--- src/rtl/wb_rr_arbiter.sv ---
// Round-robin Wishbone B3 arbiter: NUM_MASTERS masters share one slave port.
// Ownership lasts a whole cyc; a per-transfer watchdog aborts stalled slaves.
module wb_rr_arbiter #(
    parameter int NUM_MASTERS = 4,
    parameter int AW          = 32,
    parameter int DW          = 32,
    parameter int TIMEOUT     = 255
) (
    input  logic                        wb_clk_i,
    input  logic                        wb_rst_i,
    input  logic [NUM_MASTERS*AW-1:0]   wbm_adr_i,
    input  logic [NUM_MASTERS*DW-1:0]   wbm_dat_i,
    input  logic [NUM_MASTERS*DW/8-1:0] wbm_sel_i,
    input  logic [NUM_MASTERS-1:0]      wbm_we_i,
    input  logic [NUM_MASTERS-1:0]      wbm_cyc_i,
    input  logic [NUM_MASTERS-1:0]      wbm_stb_i,
    input  logic [NUM_MASTERS*3-1:0]    wbm_cti_i,
    input  logic [NUM_MASTERS*2-1:0]    wbm_bte_i,
    output logic [DW-1:0]               wbm_dat_o,
    output logic [NUM_MASTERS-1:0]      wbm_ack_o,
    output logic [NUM_MASTERS-1:0]      wbm_err_o,
    output logic [NUM_MASTERS-1:0]      wbm_rty_o,
    output logic [AW-1:0]               wbs_adr_o,
    output logic [DW-1:0]               wbs_dat_o,
    output logic [DW/8-1:0]             wbs_sel_o,
    output logic                        wbs_we_o,
    output logic                        wbs_cyc_o,
    output logic                        wbs_stb_o,
    output logic [2:0]                  wbs_cti_o,
    output logic [1:0]                  wbs_bte_o,
    input  logic [DW-1:0]               wbs_dat_i,
    input  logic                        wbs_ack_i,
    input  logic                        wbs_err_i,
    input  logic                        wbs_rty_i,
    output logic [NUM_MASTERS-1:0]      grant_o,
    output logic                        timeout_o
);

    localparam int SW = DW / 8;
    localparam int PW = (NUM_MASTERS > 1) ? $clog2(NUM_MASTERS) : 1;
    localparam int WW = (TIMEOUT > 0) ? $clog2(TIMEOUT + 1) : 1;
    localparam logic [WW-1:0] WD_MAX = WW'(TIMEOUT);
    localparam bit WD_EN = (TIMEOUT > 0);

    typedef enum logic [1:0] {
        IDLE,
        BUSY,
        ABORT
    } state_t;

    state_t                   state;
    logic [NUM_MASTERS-1:0]   grant_q;
    logic [PW-1:0]            gidx;
    logic [PW-1:0]            ptr;
    logic [WW-1:0]            wd;

    logic [PW-1:0]            pick;
    logic                     found;
    logic [PW-1:0]            ptr_next;
    logic [NUM_MASTERS-1:0]   gmask;
    logic                     cur_cyc;
    logic                     cur_stb;
    logic                     busy;
    logic                     active;
    logic                     resp;
    logic                     fire;

    // First requester at or after ptr, wrapping modulo NUM_MASTERS.
    always_comb begin
        // NOTE: every always_comb output gets a default first so no path leaves it unassigned (no latch).
        pick  = '0;
        found = 1'b0;
        for (int i = 0; i < NUM_MASTERS; i++) begin
            if (!found && wbm_cyc_i[(int'(ptr) + i) % NUM_MASTERS]) begin
                found = 1'b1;
                pick  = PW'((int'(ptr) + i) % NUM_MASTERS);
            end
        end
    end

    assign ptr_next = (gidx == PW'(NUM_MASTERS - 1)) ? '0 : gidx + PW'(1);
    assign gmask    = NUM_MASTERS'(1) << gidx;

    assign cur_cyc = wbm_cyc_i[gidx];
    assign cur_stb = wbm_stb_i[gidx];
    assign busy    = (state == BUSY);
    assign active  = busy & cur_cyc & cur_stb;
    assign resp    = wbs_ack_i | wbs_err_i | wbs_rty_i;
    // A slave response landing on the expiry cycle wins over the watchdog.
    assign fire    = WD_EN & active & ~resp & (wd == WD_MAX);

    assign wbs_adr_o = wbm_adr_i[int'(gidx)*AW +: AW];
    assign wbs_dat_o = wbm_dat_i[int'(gidx)*DW +: DW];
    assign wbs_sel_o = wbm_sel_i[int'(gidx)*SW +: SW];
    assign wbs_cti_o = wbm_cti_i[int'(gidx)*3 +: 3];
    assign wbs_bte_o = wbm_bte_i[int'(gidx)*2 +: 2];
    assign wbs_we_o  = wbm_we_i[gidx];
    assign wbs_cyc_o = busy & cur_cyc;
    assign wbs_stb_o = busy & cur_cyc & cur_stb;

    assign wbm_dat_o = wbs_dat_i;
    assign wbm_ack_o = (active & wbs_ack_i) ? gmask : '0;
    assign wbm_rty_o = (active & wbs_rty_i) ? gmask : '0;
    assign wbm_err_o = ((active & wbs_err_i) | fire) ? gmask : '0;
    assign grant_o   = grant_q;
    assign timeout_o = fire;

    always_ff @(posedge wb_clk_i or posedge wb_rst_i) begin
        if (wb_rst_i) begin
            state   <= IDLE;
            grant_q <= '0;
            gidx    <= '0;
            ptr     <= '0;
            wd      <= '0;
        end else begin
            // NOTE: sequential state uses non-blocking assignments so all registers update together at the edge.
            case (state)
                IDLE: begin
                    wd <= '0;
                    if (found) begin
                        gidx    <= pick;
                        grant_q <= NUM_MASTERS'(1) << pick;
                        state   <= BUSY;
                    end
                end
                BUSY: begin
                    if (!cur_cyc) begin
                        grant_q <= '0;
                        ptr     <= ptr_next;
                        wd      <= '0;
                        state   <= IDLE;
                    end else if (fire) begin
                        wd    <= '0;
                        state <= ABORT;
                    end else if (!cur_stb || resp) begin
                        wd <= '0;
                    end else if (wd != WD_MAX) begin
                        wd <= wd + WW'(1);
                    end
                end
                ABORT: begin
                    // Owner keeps the bus (silenced) until it gives up the cycle.
                    wd <= '0;
                    if (!cur_cyc) begin
                        grant_q <= '0;
                        ptr     <= ptr_next;
                        state   <= IDLE;
                    end
                end
                default: state <= IDLE;
            endcase
        end
    end

endmodule
--- config.mk ---
export PLATFORM = sky130hd
export DESIGN_NAME = wb_rr_arbiter
export DESIGN_NICKNAME = d
export VERILOG_FILES = /design/src/rtl/wb_rr_arbiter.sv
export SDC_FILE = /design/constraint.sdc
export NUM_CORES = 1
export LEC_CHECK = 0
export ABC_CLOCK_PERIOD_IN_PS = 1900
export BUFFER_PORTS_ARGS = -buffer_cell sky130_fd_sc_hd__buf_2
export CAP_MARGIN = 5
export CORE_AREA = 2 2 183 185
export DETAILED_ROUTE_END_ITERATION = 8
export DIE_AREA = 0 0 185 187
export GPL_ROUTABILITY_DRIVEN = 0
export HOLD_SLACK_MARGIN = 0.15
export PLACE_DENSITY = 0.37
export RECOVER_POWER = 25
export SETUP_SLACK_MARGIN = 0.4
export SKIP_LAST_GASP = 1
export SYNTH_ARGS = -nofsm -noshare
export SYNTH_HDL_FRONTEND = slang
export SYNTH_SLANG_ARGS = --single-unit
export TNS_END_PERCENT = 50
--- constraint.sdc ---
create_clock -name wb_clk_i -period 1.9 [get_ports wb_clk_i]
set_clock_uncertainty 0.1 [all_clocks]
set_input_delay 0.285 -clock wb_clk_i [delete_from_list [all_inputs] [get_ports wb_clk_i]]
set_output_delay 0.285 -clock wb_clk_i [all_outputs]
set_load 0.1 [all_outputs]
==> implementation parameters <==
Parameter                              Value

Outcome
  Run status ... finished with violations
  Violated checks ... setup timing

Clock tree
  Clk Tree Root Cell ... sky130_fd_sc_hd__clkbuf_16
  Skew-Pair Late Insertion Delay ... 250 ps
  Reg clk slew, reported paths ... 60 ps
  Number of buffers added by the clock tree synthesis step ... 3
  TritonCTS clock tree ... yes
  H-tree levels ... 1
  TritonCTS sink count ... 18
  Maximum number of buffers from clock root to sink ... 2

STA
  Final worst slack ... -418 ps
  Final worst hold slack ... 387 ps
  Portion of the clock cycle consumed by the worst path in the final layout ... 1.22
  Highest achievable clock rate ... 0.431 GHz
  Endpoints failing hold ... 0
  Unrepaired setup endpoints after global routing ... true
  Worst Tran Pin Value ... 514 ps
  Final Slew Violations ... 0
  Fin crit period ... 2320 ps
  Tightest slew margin relative to the limit ... 0.660
  Final count of negative-setup-slack endpoints ... 101

Power and ir drop
  Switch share ... 0.628
  Switching power total ... 9.55 mW
  Power share of the combinational group ... 0.932
  Power after layout ... 15.2 mW
  Largest voltage drop on the vdd net ... 0.000972 V
  P_leak ... 3.33 nW
  Clk pwr share ... 0.028
  Power Density ... 2100 nW/um^2
  Internal power ... 5.66 mW
  Register share of total power ... 0.039

GRT
  GRT Resource Usage Total ... 0.103
  Overflow after GRT ... 0
  Global-route wire length before repair ... 27.1 mm
  Vias in the first global route ... 4,426
  Largest net degree at the start of global routing ... 24
  Antenna violations before repair ... 0

Critical path
  Data required time at the worst endpoint ... 1510 ps
  Setup crit start kind ... register
  Crit-path max FO ... 6
  Worst setup EP type ... output port
  Worst setup path class ... register to output port
  Arrival time worst endpoint ... 1930 ps

Synthesis
  Most instantiated flip-flop cell in the synthesis netlist ... sky130_fd_sc_hd__dfrtp_1
  Sequential share of the synthesized area ... 0.136
  EDFF count, synth ... 0
  Register bit total from synthesis ... 18
  Avg Synthesized Cell Area ... 12.4 sq um
  Post-synthesis net count ... 618
  Yosys warns ... 0
  Yosys cell types ... 41
  Cell area after synthesis ... 3320 sq um
  Mapped Cells ... 268
  Proportion of synthesized flip-flops having asynchronous set or reset ... 1.00

Die
  Top-level port count ... 466
  Core ar. ... 32,900 sq um
  Starting Density ... 0.101
  Horiz. Die Dim ... 185 um
  Number of placement rows ... 67
  Die Y ... 187 um
  Overall die area ... 34,600 sq um

Flow run
  Maximum capacitance violations ... 0

Placement
  Final HPWL from detailed placement ... 17.0 mm
  Post-place instance area ... 6570 sq um
  Total of buffers placed on input and output ports ... 401

Route
  Routed Wire Length ... 19.5 mm
  Routed met1 length ... 8.08 mm
  Routed wire length on met3 ... 1.84 mm
  Post-detailed-route DRC marker count ... 0
  Final ANT Viol Nets ... 0
  Wire length per cell after detailed routing ... 17.1 um
  Initial drt markers ... 161
  Detailed Routing Iterations Pass 1 ... 4
  Via count ... 4,260
  Highest layer used for signal routing ... met4
  Post-detailed-route via-to-cell ratio ... 3.74
  Met2 layer wire length in the routed design ... 9.36 mm

Cells and area
  Fraction of final layout cells sized beyond drive strength 1 ... 0.832
  Layout overhead on the synthesized area ... 118%
  # nets final ... 1,042
  Summed area of non-filler cells in the final layout ... 7240 sq um
  Most common cell after layout, fill and taps aside ... sky130_fd_sc_hd__buf_2
  Most frequent cells in the layout ... sky130_fd_sc_hd__buf_2 (320), sky130_fd_sc_hd__mux4_2 (76), sky130_fd_sc_hd__buf_6 (55)
  Fill count ... 3,607
  Diode insertion count for antenna repair ... 0

Min path
  Class of the worst hold path ... register to register
synthesized netlist by cell type, types with 3 or more instances:
master / number / area [sq um]
sky130_fd_sc_hd__buf_4: 32 / 240
sky130_fd_sc_hd__buf_1: 3 / 11.3
sky130_fd_sc_hd__o21ai_0: 8 / 40.0
sky130_fd_sc_hd__dfrtp_1: 18 / 450
sky130_fd_sc_hd__o21a_1: 3 / 22.5
sky130_fd_sc_hd__nor3_1: 4 / 20.0
sky130_fd_sc_hd__a31oi_1: 3 / 18.8
sky130_fd_sc_hd__nand2_1: 18 / 67.6
sky130_fd_sc_hd__mux4_2: 76 / 1710
sky130_fd_sc_hd__and2_1: 6 / 37.5
sky130_fd_sc_hd__nor2_1: 4 / 15.0
sky130_fd_sc_hd__buf_6: 3 / 33.8
sky130_fd_sc_hd__nor4_1: 4 / 25.0
sky130_fd_sc_hd__inv_1: 9 / 33.8
sky130_fd_sc_hd__o211ai_1: 3 / 22.5
sky130_fd_sc_hd__a21oi_1: 7 / 35.0
sky130_fd_sc_hd__clkbuf_1: 6 / 22.5
sky130_fd_sc_hd__and3_1: 11 / 68.8
sky130_fd_sc_hd__ha_1: 9 / 113
sky130_fd_sc_hd__a32o_1: 4 / 40.0
sky130_fd_sc_hd__buf_2: 9 / 45.0
sky130_fd_sc_hd__nand2b_1: 4 / 25.0
power groups by stage:
stage               clock network [mW]  logic, mW  registers, mW
global placement                     0       12.8          0.606
global route                     0.472       14.7          0.614
CTS                              0.456       13.8          0.603
finish                           0.433       14.2          0.596
detailed placement                   0       12.8          0.611
floorplan                            0       9.87          0.762
metrics by stage:
stage               setup TNS (ps)  setup slack, ps  std cells  utilization
floorplan                   -12050             -271        268            -
global route                -37390             -472       1139        0.220
global placement             -9060             -197       1121        0.200
CTS                         -31790             -452       1134        0.214
finish                      -30880             -418       1139        0.220
detailed placement          -10470             -221       1121        0.200
timing repair:
item                                   4_1_cts  5_1_grt
setup endpoints to repair                  107      108
resized for setup                           88       59
buffers inserted                             7        3
hold buffers                                 1        0
pin swaps                                    3        0
cloned                                       1        2
endpoints found under the hold margin        9        0
kinds of logic after synthesis:
kind of cell	Yosys count	share of synthesized area
flops	18	0.136
fa+ha+maj	9	0.0340
xor+xnor	2	0.00528
mux	78	0.522
compound gates	35	0.0758
simple gates	64	0.110
buf+inv	62	0.117
final timing paths:
check	start	end	slack (ps)	depth (start not counted)
worst max-delay path	gidx[0]	wbm_err_o[1]	-420	5
worst min register to register	grant_o[2]	grant_o[2]	390	1
min in group asynchronous	wb_rst_i	state[1]	480	3
worst min-delay path	grant_o[2]	grant_o[2]	390	1
worst max register to register	gidx[0]	wd[4]	-100	6
max in group asynchronous	wb_rst_i	wd[7]	720	4
layout make-up:
type | count | area [sq um] | area share
inverters | 9 | 37.5 | 0.00518
multi-input cells | 188 | 2550 | 0.353
flip-flops and latches | 18 | 458 | 0.0633
repair buffers | 472 | 3550 | 0.490
well taps | 448 | 561 | 0.0774
clock buffers | 4 | 78.8 | 0.0109
layer usage:
metal / up-vias / global-route usage
met2: 254 / 0.177
li1: 1935 / -
met1: 2057 / 0.132
met3: 14 / 0.0255
met5: - / 0
met4: 0 / 0.0159
worst max-delay path, stage by stage (launching register included):
cell                      delay [ps]
sky130_fd_sc_hd__dfrtp_4         460
sky130_fd_sc_hd__mux4_2          570
sky130_fd_sc_hd__and3_4          200
sky130_fd_sc_hd__o21a_4          130
sky130_fd_sc_hd__and2_4          160
sky130_fd_sc_hd__buf_12          160
sequential cells by signal, summed over array words and instances (netlist names):
name,flops
gidx,2
state,2
wd,8
ptr,2
grant_o,4
No activity file was read; power rests on OpenSTA's default activity.
